--- config.mk ---
export PLATFORM = sky130hd
export DESIGN_NAME = prefetch_unit
export DESIGN_NICKNAME = d
export VERILOG_FILES = /design/src/rtl/prefetch_unit_pkg.sv /design/src/rtl/prefetch_unit_fetch_fifo.sv /design/src/rtl/prefetch_unit.sv
export SDC_FILE = /design/constraint.sdc
export NUM_CORES = 1
export LEC_CHECK = 0
export BUFFER_PORTS_ARGS = -buffer_cell sky130_fd_sc_hd__buf_2
export CAP_MARGIN = 20
export CORE_MARGIN = 3
export CORE_UTILIZATION = 55
export CTS_BUF_LIST = sky130_fd_sc_hd__clkbuf_2
export CTS_CLUSTER_SIZE = 10
export DETAILED_ROUTE_END_ITERATION = 10
export GPL_TIMING_DRIVEN = 0
export PLACE_DENSITY = 0.76
export RECOVER_POWER = 25
export REMOVE_ABC_BUFFERS = 1
export SYNTH_ARGS = -nofsm -noshare
export SYNTH_HDL_FRONTEND = slang
export SYNTH_SLANG_ARGS = --single-unit
export TNS_END_PERCENT = 5
--- constraint.sdc ---
create_clock -name clk -period 7.65 [get_ports clk]
set_clock_uncertainty 0.2 [all_clocks]
set_input_delay 0.765 -clock clk [delete_from_list [all_inputs] [get_ports clk]]
set_output_delay 0.765 -clock clk [all_outputs]
set_load 0.02 [all_outputs]
--- src/rtl/prefetch_unit_pkg.sv ---
// Shared definitions for the instruction prefetch unit: fetch FSM states and fetch geometry.
package prefetch_unit_pkg;

  typedef enum logic [1:0] {
    StRun  = 2'd0,
    StWait = 2'd1,
    StDrop = 2'd2
  } fetch_state_e;

  localparam int unsigned WordBytes = 4;
  localparam int unsigned InstrW    = 32;

endpackage

--- src/rtl/prefetch_unit_fetch_fifo.sv ---
// Instruction queue: power-of-two ring buffer with flush; head entry is read combinationally.
module fetch_fifo #(
  parameter int unsigned DEPTH = 4,
  parameter int unsigned WIDTH = 64
) (
  input  logic                     clk,
  input  logic                     rst,
  input  logic                     push,
  input  logic                     pop,
  input  logic                     flush,
  input  logic [WIDTH-1:0]         wdata,
  output logic [WIDTH-1:0]         rdata,
  output logic                     full,
  output logic                     empty,
  output logic [$clog2(DEPTH):0]   count
);

  localparam int unsigned PtrW = $clog2(DEPTH);
  localparam int unsigned CntW = PtrW + 1;

  logic [WIDTH-1:0] mem_q [DEPTH];
  logic [PtrW-1:0]  wr_ptr_q, rd_ptr_q;
  logic [CntW-1:0]  count_q;

  always_ff @(posedge clk or posedge rst) begin
    if (rst) begin
      wr_ptr_q <= '0;
      rd_ptr_q <= '0;
      count_q  <= '0;
    end else if (flush) begin
      wr_ptr_q <= '0;
      rd_ptr_q <= '0;
      count_q  <= '0;
    end else begin
      // Pointers wrap for free because DEPTH is a power of two.
      if (push) wr_ptr_q <= wr_ptr_q + PtrW'(1);
      if (pop)  rd_ptr_q <= rd_ptr_q + PtrW'(1);
      count_q <= count_q + CntW'(push) - CntW'(pop);
    end
  end

  always_ff @(posedge clk) begin
    if (push && !flush) mem_q[wr_ptr_q] <= wdata;
  end

  assign rdata = mem_q[rd_ptr_q];
  assign count = count_q;
  assign full  = (count_q == CntW'(DEPTH));
  assign empty = (count_q == '0);

endmodule

--- src/rtl/prefetch_unit.sv ---
// Instruction prefetcher: keeps one memory request in flight and fills a small queue for decode.
module prefetch_unit
  import prefetch_unit_pkg::*;
#(
  parameter int unsigned       DEPTH    = 4,
  parameter int unsigned       ADDR_W   = 32,
  parameter logic [ADDR_W-1:0] RESET_PC = '0
) (
  input  logic              clk,
  input  logic              rst,
  output logic              imem_req,
  output logic [ADDR_W-1:0] imem_addr,
  input  logic              imem_ack,
  input  logic [31:0]       imem_rdata,
  input  logic              redirect_valid,
  input  logic [ADDR_W-1:0] redirect_pc,
  output logic              instr_valid,
  output logic [31:0]       instr_data,
  output logic [ADDR_W-1:0] instr_pc,
  input  logic              instr_ready
);

  localparam int unsigned CntW = $clog2(DEPTH) + 1;

  fetch_state_e             state_q;
  logic [ADDR_W-1:0]        pc_q, addr_q;
  logic                     req_q;
  logic [ADDR_W-1:0]        pc_next, redir_pc;
  logic [CntW-1:0]          count;
  logic                     full, empty, push, pop, room_after_push;
  logic [ADDR_W+InstrW-1:0] head;

  assign redir_pc = redirect_pc & ~ADDR_W'(WordBytes - 1);
  assign pc_next  = pc_q + ADDR_W'(WordBytes);

  assign pop  = instr_valid && instr_ready && !redirect_valid;
  assign push = (state_q == StWait) && imem_ack && !redirect_valid;
  // count+1-pop < DEPTH, rearranged to avoid underflow.
  assign room_after_push = pop || (count < CntW'(DEPTH - 1));

  always_ff @(posedge clk or posedge rst) begin
    if (rst) begin
      state_q <= StRun;
      pc_q    <= RESET_PC;
      req_q   <= 1'b0;
      addr_q  <= RESET_PC;
    end else begin
      unique case (state_q)
        StRun: begin
          if (redirect_valid) begin
            pc_q <= redir_pc;
          end else if (!full) begin
            state_q <= StWait;
            req_q   <= 1'b1;
            addr_q  <= pc_q;
          end
        end
        StWait: begin
          if (redirect_valid) begin
            pc_q <= redir_pc;
            if (imem_ack) begin
              state_q <= StRun;
              req_q   <= 1'b0;
            end else begin
              state_q <= StDrop;
            end
          end else if (imem_ack) begin
            pc_q <= pc_next;
            if (room_after_push) begin
              addr_q <= pc_next;
            end else begin
              state_q <= StRun;
              req_q   <= 1'b0;
            end
          end
        end
        StDrop: begin
          if (redirect_valid) pc_q <= redir_pc;
          if (imem_ack) begin
            state_q <= StRun;
            req_q   <= 1'b0;
          end
        end
        default: begin
          state_q <= StRun;
          req_q   <= 1'b0;
        end
      endcase
    end
  end

  fetch_fifo #(
    .DEPTH(DEPTH),
    .WIDTH(ADDR_W + InstrW)
  ) u_fifo (
    .clk  (clk),
    .rst  (rst),
    .push (push),
    .pop  (pop),
    .flush(redirect_valid),
    .wdata({pc_q, imem_rdata}),
    .rdata(head),
    .full (full),
    .empty(empty),
    .count(count)
  );

  assign imem_req    = req_q;
  assign imem_addr   = addr_q;
  assign instr_valid = !empty;
  assign instr_pc    = head[ADDR_W+InstrW-1:InstrW];
  assign instr_data  = head[InstrW-1:0];

endmodule

[Word-level counts from Yosys, hierarchy flattened]
Memories as Yosys holds them, arrays and structs flattened.
Cells that the tools add are included.
Word-level totals
  input bits: 69
  memories: 1
  output and inout bits: 98
  logic and storage cells: 77
  bits in registers: 74
  memory bits (writable): 256
Memories
  u_fifo.mem_q: depth 4, width 64, rd ports 1, clocked after memory_dff 0, wr ports 1, line prefetch_unit_fetch_fifo.sv:21  | logic [WIDTH-1:0] mem_q [DEPTH];
Operators by class
  mux-type cells: 32
  equality and inequality tests: 12
  magnitude comparators: 1
  $add $sub $neg: 5
  reduce and logical (&&, ||, !) cells: 19
Operator list (count)
  $mux 32: 8
  $pmux 32 s2: 2
  $add 32x3->32 const B: 1
  $mux 2: 11
  $ne 2x2->1 const B: 6
  $mux 1: 8
  $reduce_bool 2->1: 4
  $ne 3x3->1 const B: 2
  $pmux 2 s3: 1
  $reduce_and 6->1: 1
  $logic_and 1x1->1: 5
  $reduce_and 5->1: 1
  $add 2x1->2 const B: 2
  $reduce_and 4->1: 1
  $add 3x1->3: 1
  $eq 3x3->1 const B: 1
  $logic_not 3->1: 1
  $lt 3x2->1 const B: 1
  $mux 3: 1
  $pmux 1 s3: 1
  $reduce_and 3->1: 1
  $sub 3x1->3: 1
  $eq 2x1->1 const B: 1
  $eq 2x2->1 const B: 1
  5 further kinds: 6

[Logic depth before layout (Yosys ltp)]
  depth in word-level cells: 9
  mapped depth: 11
  mapped depth without buffers: 11

[Cells and area by module]
Synthesis repeated with hierarchy kept, for this count alone.
Second synthesis, totals
  cell total of the unflattened synthesis: 824
  area, all modules: 13590.5 um^2
By module, submodules not included
  fetch_fifo: sequential area each 7862.5 um^2, cells each 375, area an instance 9704.3 um^2, instances 1
  prefetch_unit: sequential area each 1576.5 um^2, cells each 449, area an instance 3886.2 um^2, instances 1

[Worst setup path before layout]
OpenSTA, ideal clock, no wires.
  kind: input to register
  start: input port redirect_valid
  end: memory u_fifo.mem_q[0][0], enable pin
  arrival time: 2.973 ns
  cell stages on the path: 5
  buffers on the path: 3
  library setup time: 0.427 ns
  slack: 4.050 ns
  path through: clkbuf_1 nor2_1 buf_4 clkbuf_1 and3_1
Between the ends
  cells in the longest elaborated chain, start to end: 5
Ends and longest elaborated chain
  start, declared: line prefetch_unit.sv:15  | input logic redirect_valid,
  $logic_not 1->1 *: line prefetch_unit_fetch_fifo.sv:43, prefetch_unit.sv:37
  $logic_and 1x1->1: line prefetch_unit.sv:37  | assign push = (state_q == StWait) && imem_ack && !redirect_valid;
  $logic_and 1x1->1 *: line prefetch_unit_fetch_fifo.sv:43  | if (push && !flush) mem_q[wr_ptr_q] <= wdata;
  $mux 1 *: line prefetch_unit_fetch_fifo.sv:43
  $mux 1 (implied by the code) *: line prefetch_unit_fetch_fifo.sv:43
  end, declared: line prefetch_unit_fetch_fifo.sv:21
Every way passes the cells marked *; elsewhere a longest branch is shown, timed or not.

[Final worst setup path]
  start: register u_fifo.rd_ptr_q[0]
  end: output port instr_data[0]
Between the ends
  cells in the longest elaborated chain, start to end: 1
Ends and longest elaborated chain
  start, declared: line prefetch_unit_fetch_fifo.sv:22  | logic [PtrW-1:0] wr_ptr_q, rd_ptr_q;
  start signal, assigned: line prefetch_unit_fetch_fifo.sv:37  | if (pop) rd_ptr_q <= rd_ptr_q + PtrW'(1);
  $mem_v2 4x64
  end, declared: line prefetch_unit.sv:18  | output logic [31:0] instr_data,
No other way between the ends.

==> metrics.csv <==
stage,metric,value,unit
cells_and_area,final_common_cell,edfxtp_1,
place,dpl-instance-area,14400,um2
floorplanning,start_util,0.570,
timing,worst_pin_slew,1000,ps
floorplanning,core_area,23100,um2
global_routing,first_global_vias,8584,
power_and_ir_drop,p_switching,1870,uW
place,dp_hpwl,17.8,mm
clock_tree,clockRootBuffer,clkbuf_2,
clock_tree,cts_buffers,78,
global_routing,grt-ovfl-total,0,
global_routing,grt_usage,0.225,
timing,timing.final.crit_share,0.476,
power_and_ir_drop,seqPwrFrac,0.500,
clock_tree,insertion_delay,790,ps
cells_and_area,final_util,0.664,
global_routing,grt_pass1_wl,45.6,mm
place,io_buffer_count,160,
power_and_ir_drop,internal-power,3180,uW
timing,hold_violations,0,
place,routabilityCongestion,0.848,
routing,routed_wl,28.6,mm
floorplanning,die_w,161,um
timing,period_minus_slack,3640,ps
critical_path,worstPathCellList,"buf_16, mux4_2, buf_2",
synth,synth-async-reset-ratio,0.220,
power_and_ir_drop,leakagePower,0.00535,uW
synth,syn_inst,828,
critical_path,critPathRequiredTime,6680,ps
routing,vias,8184,
timing,setup_viol,0,
synth,syn_area_per_cell,15.9,um2
cells_and_area,final_cell_mix,"248 x edfxtp_1, 129 x buf_2, 108 x clkbuf_2, 70 x nor2_1, 68 x dfrtp_1",
clock_tree,ctsResizeCount,0,
power_and_ir_drop,switching_share,0.370,
cells_and_area,area_growth,16.6,%
global_routing,antenna_found_initial,1,
clock_tree,path_clk_slew,120,ps
run_status,status,finished clean,
synth,yosys_warnings,0,
routing,ant_nets,0,
critical_path,critPathMaxFanout,42,
floorplanning,rows,55,
global_routing,grt_max_degree,62,
routing,via_per_inst,5.76,
floorplanning,die_y,161,um
clock_tree,cts_tree,yes,
critical_path,crit_type,register to output port,
floorplanning,die_area,25800,um2
cells_and_area,final_nets,1133,
clock_tree,clock_path_buffers,3,
floorplanning,io_pins,167,
routing,drc,0,
power_and_ir_drop,peakVddDrop,245,uV
clock_tree,htree_num_levels,3,
power_and_ir_drop,clkPwrFrac,0.200,
routing,avgRoutedWirePerCell,20.1,um
critical_path,crit_buf_inv,2,
routing,dr.pass1.iters,6,
timing,grt_setup_unrepaired,no,
synth,seq_area_frac_synth,0.700,
synth,synth_flop_cell,edfxtp_1,
cells_and_area,postLayoutCellArea,15300,um2
min_path,worstHoldPathType,primary input to register,
critical_path,cp_data_arrival_time,2680,ps
synth,synth_edf_count,248,
synth,ys_ff_latch,318,
clock_tree,cts.sinks,318,
critical_path,critical-path-top-delay-family,flip-flops,
critical_path,cp-start-kind,register,
critical_path,cpPeakStageDelay,770,ps
critical_path,endpoint_kind,output port,
run,cap_violations,0,
cells_and_area,drive_above_1_share,0.304,
timing,fin_tns_setup,0,ps
timing,drv_slew,0,
routing,drt_iter0_markers,719,
power_and_ir_drop,power.total,5050,uW
timing,max-slew-margin-rel,0.328,
power_and_ir_drop,comb_power_share,0.300,
timing,hold_slack,70.5,ps
synth,synth_cell_types,56,
timing,max_freq,0.274,GHz
critical_path,cp_slowest_cell,dfrtp_4,
synth,synthesis.area,13100,um2
power_and_ir_drop,p_per_area,330,nW/um2
## timing repair
action | in CTS | in global routing
hold buffers | 36 | 0
setup endpoints to repair | 0 | 0
setup buffers | 0 | 0
endpoints found under the hold margin | 201 | 0
## cell usage after synthesis (2+ instances only)
| cell type | number | share of area |
|---|---|---|
| and2_1 | 6 | 0.0029 |
| clkbuf_1 | 30 | 0.0086 |
| a31oi_1 | 5 | 0.0024 |
| o21a_1 | 2 | 0.0011 |
| nand2b_1 | 2 | 0.00095 |
| and4_1 | 4 | 0.0027 |
| o21ai_0 | 16 | 0.0061 |
| o22ai_1 | 11 | 0.0052 |
| and3_1 | 7 | 0.0033 |
| or3_1 | 5 | 0.0024 |
| nor3_1 | 14 | 0.0053 |
| nor2_1 | 71 | 0.020 |
| xnor2_1 | 15 | 0.010 |
| o22a_1 | 3 | 0.0020 |
| clkbuf_2 | 2 | 0.00076 |
| a21oi_1 | 64 | 0.024 |
| a2bb2oi_1 | 6 | 0.0040 |
| mux4_2 | 62 | 0.11 |
| buf_1 | 4 | 0.0011 |
| buf_4 | 12 | 0.0069 |
| a311oi_1 | 6 | 0.0040 |
| nand2_1 | 42 | 0.012 |
| or4_1 | 2 | 0.0011 |
| xor2_1 | 18 | 0.012 |
| nand3_1 | 19 | 0.0072 |
| ha_1 | 8 | 0.0076 |
| nor2b_1 | 3 | 0.0014 |
| edfxtp_1 | 248 | 0.57 |
| dfrtp_1 | 70 | 0.13 |
| inv_1 | 9 | 0.0026 |
| nor4_2 | 2 | 0.0019 |
| nand4_1 | 15 | 0.0071 |
| a211oi_1 | 3 | 0.0017 |
| nor4_1 | 7 | 0.0033 |
| buf_2 | 14 | 0.0053 |
## power groups by stage
stage	Clock, uW	Sequential, uW	Combinational (uW)
after floorplan	0	2590	898
after global placement	0	2610	1400
after detailed placement	0	2560	1500
after CTS	1050	2520	1530
after global routing	1150	2570	1640
final	1010	2530	1510
## registers in the layout, summed over array words and instances (netlist names)
register / flops
state_q: 2
u_fifo.mem_q: 248
u_fifo.rd_ptr_q: 2
imem_req: 1
imem_addr: 30
pc_q: 30
u_fifo.count: 3
u_fifo.wr_ptr_q: 2
## final timing paths
check                      cells past startpoint  slack [ps]                      startpoint                   endpoint
min in group asynchronous                      3         320                             rst   imem_addr[6]$_DFFE_PP0P_
max in group asynchronous                      4        6220                             rst  imem_addr[25]$_DFFE_PP0P_
max                                            3        4010  u_fifo.rd_ptr_q[0]$_DFFE_PP0P_              instr_data[0]
max reg2reg                                    8        4540          state_q[0]$_DFFE_PP0P_  u_fifo.count[2]$_DFF_PP0_
min reg2reg                                    2         330       imem_addr[31]$_DFFE_PP0P_  imem_addr[31]$_DFFE_PP0P_
min                                            3          70                 redirect_pc[10]       pc_q[10]$_DFFE_PP0P_
## stage by stage
step | instances | setup WS, ps
2_1_floorplan | 768 | 2690
3_3_place_gp | 1241 | 423
3_5_place_dp | 1252 | 4420
4_1_cts | 1421 | 3860
5_1_grt | 1422 | 3750
6_report | 1422 | 4010
## worst register-to-register path: stages (launching register included)
cell	delay [ps]
dfrtp_1	630
inv_1	200
nor2_4	600
and2_1	490
ha_1	230
inv_1	50
fa_1	380
xor2_1	160
nor2_1	50
## routing by layer
| layer | track usage | vias up | part of all wire |
|---|---|---|---|
| li1 | - | 3713 | - |
| met1 | 0.306 | 4039 | 0.40 |
| met2 | 0.361 | 387 | 0.49 |
| met3 | 0.0588 | 45 | 0.086 |
| met4 | 0.0730 | 0 | 0.021 |
| met5 | 0 | - | 0 |
## cells by family (layout without fill, tap and decap cells)
logic type                 Yosys count  after routing  share of synthesized area
buffers and inverters               72            349                     0.0261
other                                1              5                   0.000285
adders and majority gates            9              9                    0.00914
muxes                               63             63                      0.107
DFF                                318            318                      0.700
xor gates and xnor gates            33             33                     0.0220
AOI/OAI and AO/OA                  124            124                     0.0559
and+or+nand+nor                    208            208                     0.0792
## cell type report
class	count	area, um2
fillers	1637	7740
clock inverters	25	101
well taps	313	392
diodes	1	2.50
clock buffers	108	541
multi-input cells	441	3650
inverters	9	35.0
repair buffers	207	1390
flip-flops and latches	318	9210
No activity file was read; power rests on OpenSTA's default activity.
